<file path="config.mk">
export PLATFORM = sky130hd
export DESIGN_NAME = i2c_master_arbiter
export DESIGN_NICKNAME = d
export VERILOG_FILES = /design/src/rtl/i2c_arb_pkg.sv /design/src/rtl/i2c_rr_pick.sv /design/src/rtl/i2c_master_arbiter.sv
export SDC_FILE = /design/constraint.sdc
export NUM_CORES = 1
export LEC_CHECK = 0
export BUFFER_PORTS_ARGS = -buffer_cell sky130_fd_sc_hd__buf_2
export CORE_ASPECT_RATIO = 1.2
export CORE_MARGIN = 1
export CORE_UTILIZATION = 55
export CTS_CLUSTER_DIAMETER = 80
export DETAILED_ROUTE_END_ITERATION = 6
export GPL_ROUTABILITY_DRIVEN = 0
export PLACE_DENSITY = 0.85
export SLEW_MARGIN = 15
export SYNTH_ARGS = -nofsm -noshare
export SYNTH_HDL_FRONTEND = slang
export SYNTH_SLANG_ARGS = --single-unit
</file>
<file path="constraint.sdc">
create_clock -name clk -period 10.8 [get_ports clk]
set_input_delay 2.16 -clock clk [delete_from_list [all_inputs] [get_ports clk]]
set_output_delay 2.16 -clock clk [all_outputs]
set_load 0.01 [all_outputs]
</file>
<file path="src/rtl/i2c_arb_pkg.sv">
// Shared types and default sizes for the i2c master arbiter.
package i2c_arb_pkg;
  typedef enum logic [2:0] {
    IDLE, WAIT_ACCEPT, WAIT_DONE, COMPLETE, RECOVER
  } arb_state_t;

  localparam int DEF_NREQ    = 4;
  localparam int DEF_ADDR_W  = 7;
  localparam int DEF_DATA_W  = 8;
  localparam int DEF_TIMEOUT = 4096;
endpackage

</file>
<file path="src/rtl/i2c_rr_pick.sv">
// Combinational round-robin picker: first set req bit at or after ptr, wrapping.
module i2c_rr_pick #(
  parameter int NREQ = 4,
  parameter int PW   = $clog2(NREQ)
) (
  input  logic [NREQ-1:0] req,
  input  logic [PW-1:0]   ptr,
  output logic [NREQ-1:0] onehot,
  output logic [PW-1:0]   idx,
  output logic            any
);
  // Scan from the farthest offset down so the closest hit to ptr is written last.
  always_comb begin
    onehot = '0;
    idx    = '0;
    any    = 1'b0;
    for (int i = NREQ-1; i >= 0; i--) begin
      automatic int j = int'(ptr) + i;
      if (j >= NREQ) j = j - NREQ;
      if (req[j]) begin
        onehot    = '0;
        onehot[j] = 1'b1;
        idx       = PW'(j);
        any       = 1'b1;
      end
    end
  end
endmodule

</file>
<file path="src/rtl/i2c_master_arbiter.sv">
// Shares one i2c_master engine among NREQ requesters, one byte per grant, round-robin.
module i2c_master_arbiter
  import i2c_arb_pkg::*;
#(
  parameter int NREQ    = DEF_NREQ,
  parameter int ADDR_W  = DEF_ADDR_W,
  parameter int DATA_W  = DEF_DATA_W,
  parameter int TIMEOUT = DEF_TIMEOUT
) (
  input  logic                     clk,
  input  logic                     rst,
  input  logic [NREQ-1:0]          req,
  input  logic [NREQ*ADDR_W-1:0]   req_addr,
  input  logic [NREQ*DATA_W-1:0]   req_data,
  input  logic [NREQ-1:0]          req_rw,
  output logic [NREQ-1:0]          gnt,
  output logic [NREQ-1:0]          done,
  output logic [NREQ-1:0]          err,
  output logic [DATA_W-1:0]        rd_data,
  output logic                     busy,
  input  logic                     lines_busy,
  input  logic                     m_ready,
  input  logic [DATA_W-1:0]        m_data_out,
  output logic                     m_enable,
  output logic [ADDR_W-1:0]        m_addr,
  output logic [DATA_W-1:0]        m_data_in,
  output logic                     m_rw
);
  localparam int PW = $clog2(NREQ);
  localparam int CW = $clog2(TIMEOUT+1);

  arb_state_t      state;
  logic [PW-1:0]   ptr, w_idx, pick_idx;
  logic [NREQ-1:0] pick_oh;
  logic            pick_any;
  logic [CW-1:0]   cnt;
  logic            cnt_exp;
  logic [PW-1:0]   ptr_next;

  i2c_rr_pick #(.NREQ(NREQ), .PW(PW)) u_pick (
    .req    (req),
    .ptr    (ptr),
    .onehot (pick_oh),
    .idx    (pick_idx),
    .any    (pick_any)
  );

  assign cnt_exp  = (cnt == CW'(TIMEOUT-1));
  assign ptr_next = (int'(w_idx) == NREQ-1) ? '0 : w_idx + 1'b1;

  always_ff @(posedge clk or posedge rst) begin
    if (rst) begin
      state     <= IDLE;
      ptr       <= '0;
      w_idx     <= '0;
      cnt       <= '0;
      gnt       <= '0;
      done      <= '0;
      err       <= '0;
      rd_data   <= '0;
      busy      <= 1'b0;
      m_enable  <= 1'b0;
      m_addr    <= '0;
      m_data_in <= '0;
      m_rw      <= 1'b0;
    end else begin
      done <= '0;
      err  <= '0;
      case (state)
        IDLE: begin
          if (pick_any && m_ready && !lines_busy) begin
            gnt       <= pick_oh;
            w_idx     <= pick_idx;
            m_enable  <= 1'b1;
            m_addr    <= req_addr[int'(pick_idx)*ADDR_W +: ADDR_W];
            m_data_in <= req_data[int'(pick_idx)*DATA_W +: DATA_W];
            m_rw      <= req_rw[pick_idx];
            cnt       <= '0;
            busy      <= 1'b1;
            state     <= WAIT_ACCEPT;
          end
        end
        WAIT_ACCEPT: begin
          cnt <= cnt + 1'b1;
          if (cnt_exp) begin
            m_enable   <= 1'b0;
            gnt        <= '0;
            err[w_idx] <= 1'b1;
            ptr        <= ptr_next;
            state      <= RECOVER;
          end else if (!m_ready) begin
            state <= WAIT_DONE;
          end
        end
        WAIT_DONE: begin
          cnt <= cnt + 1'b1;
          // A ready rise beats a coincident timeout.
          if (m_ready) begin
            m_enable    <= 1'b0;
            gnt         <= '0;
            done[w_idx] <= 1'b1;
            ptr         <= ptr_next;
            if (m_rw) rd_data <= m_data_out;
            state       <= COMPLETE;
          end else if (cnt_exp) begin
            m_enable   <= 1'b0;
            gnt        <= '0;
            err[w_idx] <= 1'b1;
            ptr        <= ptr_next;
            state      <= RECOVER;
          end
        end
        COMPLETE: begin
          busy  <= 1'b0;
          state <= IDLE;
        end
        RECOVER: begin
          if (m_ready) begin
            busy  <= 1'b0;
            state <= IDLE;
          end
        end
        default: begin
          busy  <= 1'b0;
          state <= IDLE;
        end
      endcase
    end
  end
endmodule

</file>
==> results.txt <==
----------------------------------------------------
[Yosys]
  Syn_nets ... ~470
  Syn. warnings ... 0
  Fraction of the yosys area taken by sequential cells ... 0.378
  Number of flops mapped to enable cells by yosys ... 0
  Dominant combinational cell family by area after synthesis ... compound AO/OA/AOI/OAI gates
  XOR/XNOR Fraction of Synth Area ... 0.0205
  Number of synthesized register bits ... 58
  Post-synthesis share of cell area spent on and, or, nand and nor gates ... 0.165
  Complex-gate fraction of the synthesized area ... 0.226
  Post-synthesis cell type count ... 62
  Fraction of synthesized area in multiplexers ... 0.122
  Share of async-settable or async-resettable flops after synthesis ... 1.00
  Arithmetic-cell share of the synthesized area counting full adders, half adders and majority gates ... 0.0423
  Post-Synthesis Cell Area ... 3840 um^2
  Flip-flop cell with the highest count after synthesis ... sky130_fd_sc_hd__dfrtp_1
  Post-Syn Area per Cell ... around 10 um^2
  Number of instances in the synthesized netlist ... 372

[Route]
  Count of TritonRoute iterations in the first routing pass ... 5
  Wirelength, routed ... 9950 um
  Drt drc ... 0
  Final ANT Viol Nets ... 0
  Number of vias after detailed routing ... ~3600
  Per-cell routed wire length ... between 15 and 20 um
  Detail-routed via count per cell ... about 6.3
  Starting DRC count in detailed routing ... 299

[STA]
  Remaining max-slew budget at the tightest pin ... 0.226
  RSZ-0062 raised after global routing ... no
  Count of endpoints failing setup in the final report ... 0
  Total count of max-transition violations in the final report ... 0
  Post-route fraction of the period consumed by the critical path ... 0.445
  Fin Clk Skew ... between 8 and 9 ps
  Worst Slack Setup Final ... about 6000 ps
  Setup TNS Final ... 0 ps
  Actual slew at the worst max-slew pin ... 1160 ps
  Count of final hold-check violations ... 0
  Achievable Freq ... 208 MHz
  Period minus WS final ... roughly 4800 ps

[Floorplanning]
  Initial core utilization ... 0.564
  Die Outline Area ... approximately 7300 um^2
  Number of placement rows ... 33
  Top-level port count ... around 120
  Die Width ... roughly 78 um
  Core area ... just under 7000 um^2
  Die Ht ... a little over 90 um

[Hold path]
  Worst-case hold path end point ... rd_data[7]$_DFFE_PP0P_
  Worst hold path type ... register to register
  Number of stages on the worst hold path ... 1
  Hold Startpoint ... rd_data[7]$_DFFE_PP0P_

[Place]
  Count of input and output buffers ... ~120
  Pre-CTS setup slack ... about 5600 ps
  Cell count after placement ... 550
  HPWL after DPL ... slightly above 7000 um

[Power and ir drop]
  Leakage power of the design ... between 2 and 2.5 nW
  Total power consumption of the routed design ... approximately 0.0012 W
  Power density over the cells ... 265 nW/um^2
  Worst-case vdd ir drop ... around 0.00014 V

[Setup path]
  Critical path data required time ... 11030 ps
  Data arrival, critical path ... between 5000 and 6000 ps
  Maximum net fanout on the critical path ... 22
  Launching element type of the critical path ... input port
  Reg2Reg Launch Point ... ptr[0]$_DFFE_PP0N_
  Kind of end point of the critical path ... register
  R2R Setup Slk ... roughly 6700 ps
  Terminus of the critical flop-to-flop path ... m_addr[4]$_DFFE_PP0P_
  Reg2reg path depth ... 8
  Worst Path Class, Setup ... input port to register

[CTS]
  Hold_buf cts ... 0
  Clock slew at reported path FFs ... roughly 70 ps
  Clock latency of the later-clocked register in the worst-skew pair ... 350 ps
  Clock tree from TritonCTS ... yes
  Number of clock sinks ... 58
  Post-CTS Repair Setup Buffers ... 0
  Worst-case clock buffer depth ... 2
  Post-cts sizing count ... 0
  Clock buffers created by TritonCTS ... 9
  Cell at the root of the clock tree ... sky130_fd_sc_hd__clkbuf_8
  H-tree depth ... 3

[Cells and area]
  Cell Count, Final, Fillers Out ... between 500 and 600
  Post-layout net count ... 567
  Most frequent standard cell in the layout excluding fill and tap cells ... sky130_fd_sc_hd__buf_2
  Highest-count cells in the layout ignoring fill and taps ... sky130_fd_sc_hd__buf_2 (117), sky130_fd_sc_hd__dfrtp_1 (57), sky130_fd_sc_hd__nor2_1 (40)
  Fraction of layout instances using a drive strength above 1 ... 0.374
  Ant. Diodes ... 0
  Area grow syn2layout ... 19.0%

[Global route]
  Maximum number of pins on one net before global-route repair ... just under 60
  Overall global routing resource usage ... 0.292
  Via count of the first global-routing pass ... 3382
  Global route total overflow ... 0
  Wire length of the first global-routing pass ... 16300 um
  Antenna violations before repair ... 0

[Run]
  Max-cap viol count ... 0

[Run status]
  Run status ... completed

----------------------------------------------------
cells by family (layout without fill, tap and decap cells):
kind of cell    Yosys count  after routing
simple gates            120            120
compound gates           98             98
flops                    58             58
mux                      40             40
buf+inv                  34            141
fa+ha+maj                13             13
xor+xnor                  9              9
critical path, stage by stage:
cell	delay (ps)
sky130_fd_sc_hd__buf_2	170
sky130_fd_sc_hd__mux2_4	290
sky130_fd_sc_hd__a21oi_2	860
sky130_fd_sc_hd__o221ai_2	690
sky130_fd_sc_hd__mux2_1	520
sky130_fd_sc_hd__a221o_1	330
metrics by stage:
stage	instance area, um^2	hold slack, ps	util
after floorplan	3840	460	-
after global placement	4390	473	0.645
after detailed placement	4390	476	0.645
after CTS	4570	491	0.671
after global routing	4570	521	0.671
final	4570	502	0.671
registers in the layout, indices dropped and copies added (netlist names):
| name | count |
|---|---|
| m_data_in | 8 |
| m_rw | 1 |
| state | 3 |
| w_idx | 2 |
| err | 4 |
| cnt | 13 |
| gnt | 4 |
| rd_data | 8 |
| m_addr | 7 |
| m_enable | 1 |
| done | 4 |
| busy | 1 |
| ptr | 2 |
how the worst max path moves through the flow:
| stage | from | to | slack (ps) | depth (start not counted) |
|---|---|---|---|---|
| 3_5_place_dp | req[0] | m_data_in[7]$_DFFE_PP0P_ | 5600 | 6 |
| 5_1_grt | req[3] | m_addr[1]$_DFFE_PP0P_ | 5770 | 7 |
| 6_report | req[1] | m_data_in[0]$_DFFE_PP0P_ | 5990 | 6 |
| 4_1_cts | req[0] | m_data_in[0]$_DFFE_PP0P_ | 5970 | 6 |
| 3_3_place_gp | req[0] | m_data_in[0]$_DFFE_PP0P_ | 5720 | 6 |
| 2_1_floorplan | req[0] | m_addr[2]$_DFFE_PP0P_ | 6750 | 8 |
cells in the mapped netlist, types with 2 or more instances:
master                      number  area (um^2)
sky130_fd_sc_hd__buf_2           8         40.0
sky130_fd_sc_hd__clkbuf_1       11         41.3
sky130_fd_sc_hd__a211oi_1        7         52.6
sky130_fd_sc_hd__o21a_1          2         15.0
sky130_fd_sc_hd__a22oi_1         4         30.0
sky130_fd_sc_hd__xor2_1          3         26.3
sky130_fd_sc_hd__mux4_2          2         45.0
sky130_fd_sc_hd__o32ai_1        16          140
sky130_fd_sc_hd__mux2_1         10          113
sky130_fd_sc_hd__nand2_1        12         45.0
sky130_fd_sc_hd__nand3_1         7         35.0
sky130_fd_sc_hd__nand4_1         3         18.8
sky130_fd_sc_hd__ha_1           13          163
sky130_fd_sc_hd__nand2_2         2         12.5
sky130_fd_sc_hd__or3_1           3         18.8
sky130_fd_sc_hd__xnor2_1         6         52.6
sky130_fd_sc_hd__buf_6           4         45.0
sky130_fd_sc_hd__a21oi_1         8         40.0
sky130_fd_sc_hd__nor3_1         17         85.1
sky130_fd_sc_hd__and2_1          9         56.3
sky130_fd_sc_hd__nor2b_1         7         43.8
sky130_fd_sc_hd__a221o_1        18          180
sky130_fd_sc_hd__nor2_1         40          150
sky130_fd_sc_hd__a21o_1          2         15.0
sky130_fd_sc_hd__mux2_2         16          180
sky130_fd_sc_hd__a31o_2          2         17.5
sky130_fd_sc_hd__a2111oi_0       7         61.3
sky130_fd_sc_hd__a2111oi_2       8          120
sky130_fd_sc_hd__nand2b_1        4         25.0
sky130_fd_sc_hd__nor4_1          5         31.3
sky130_fd_sc_hd__o21ai_1         5         25.0
sky130_fd_sc_hd__buf_4           3         22.5
sky130_fd_sc_hd__mux2_4          2         30.0
sky130_fd_sc_hd__inv_1           6         22.5
sky130_fd_sc_hd__dfrtp_1        58         1450
sky130_fd_sc_hd__o21ai_0         5         25.0
sky130_fd_sc_hd__o22a_1          2         17.5
sky130_fd_sc_hd__a211o_1         2         17.5
sky130_fd_sc_hd__mux2i_1        10          100
routing by layer:
metal,track usage,vias to the layer above,share of wire
li1,-,1633,-
met1,0.362,1681,0.40
met2,0.478,213,0.48
met3,0.0732,31,0.088
met4,0.130,0,0.030
met5,0,-,0
layout make-up:
class                           instances  area [um^2]
Fill cell                             555         2240
Multi-Input combinational cell        280         2210
Clock inverter                          6         42.5
Sequential cell                        58         1450
Clock buffer                           10          138
Inverter                                7         26.3
Timing Repair Buffer                  118          593
Tap cell                               87          109
power by group:
group	total [W]	leakage, nW	internal, W	switching, W
sequential	0.000389	0.743	0.000294	0.0000953
clock	0.000182	0.0882	0.0000891	0.0000924
combinational	0.000640	1.25	0.000281	0.000359
total	0.00121	2.08	0.000664	0.000547
(Power assumes the default switching activity.)
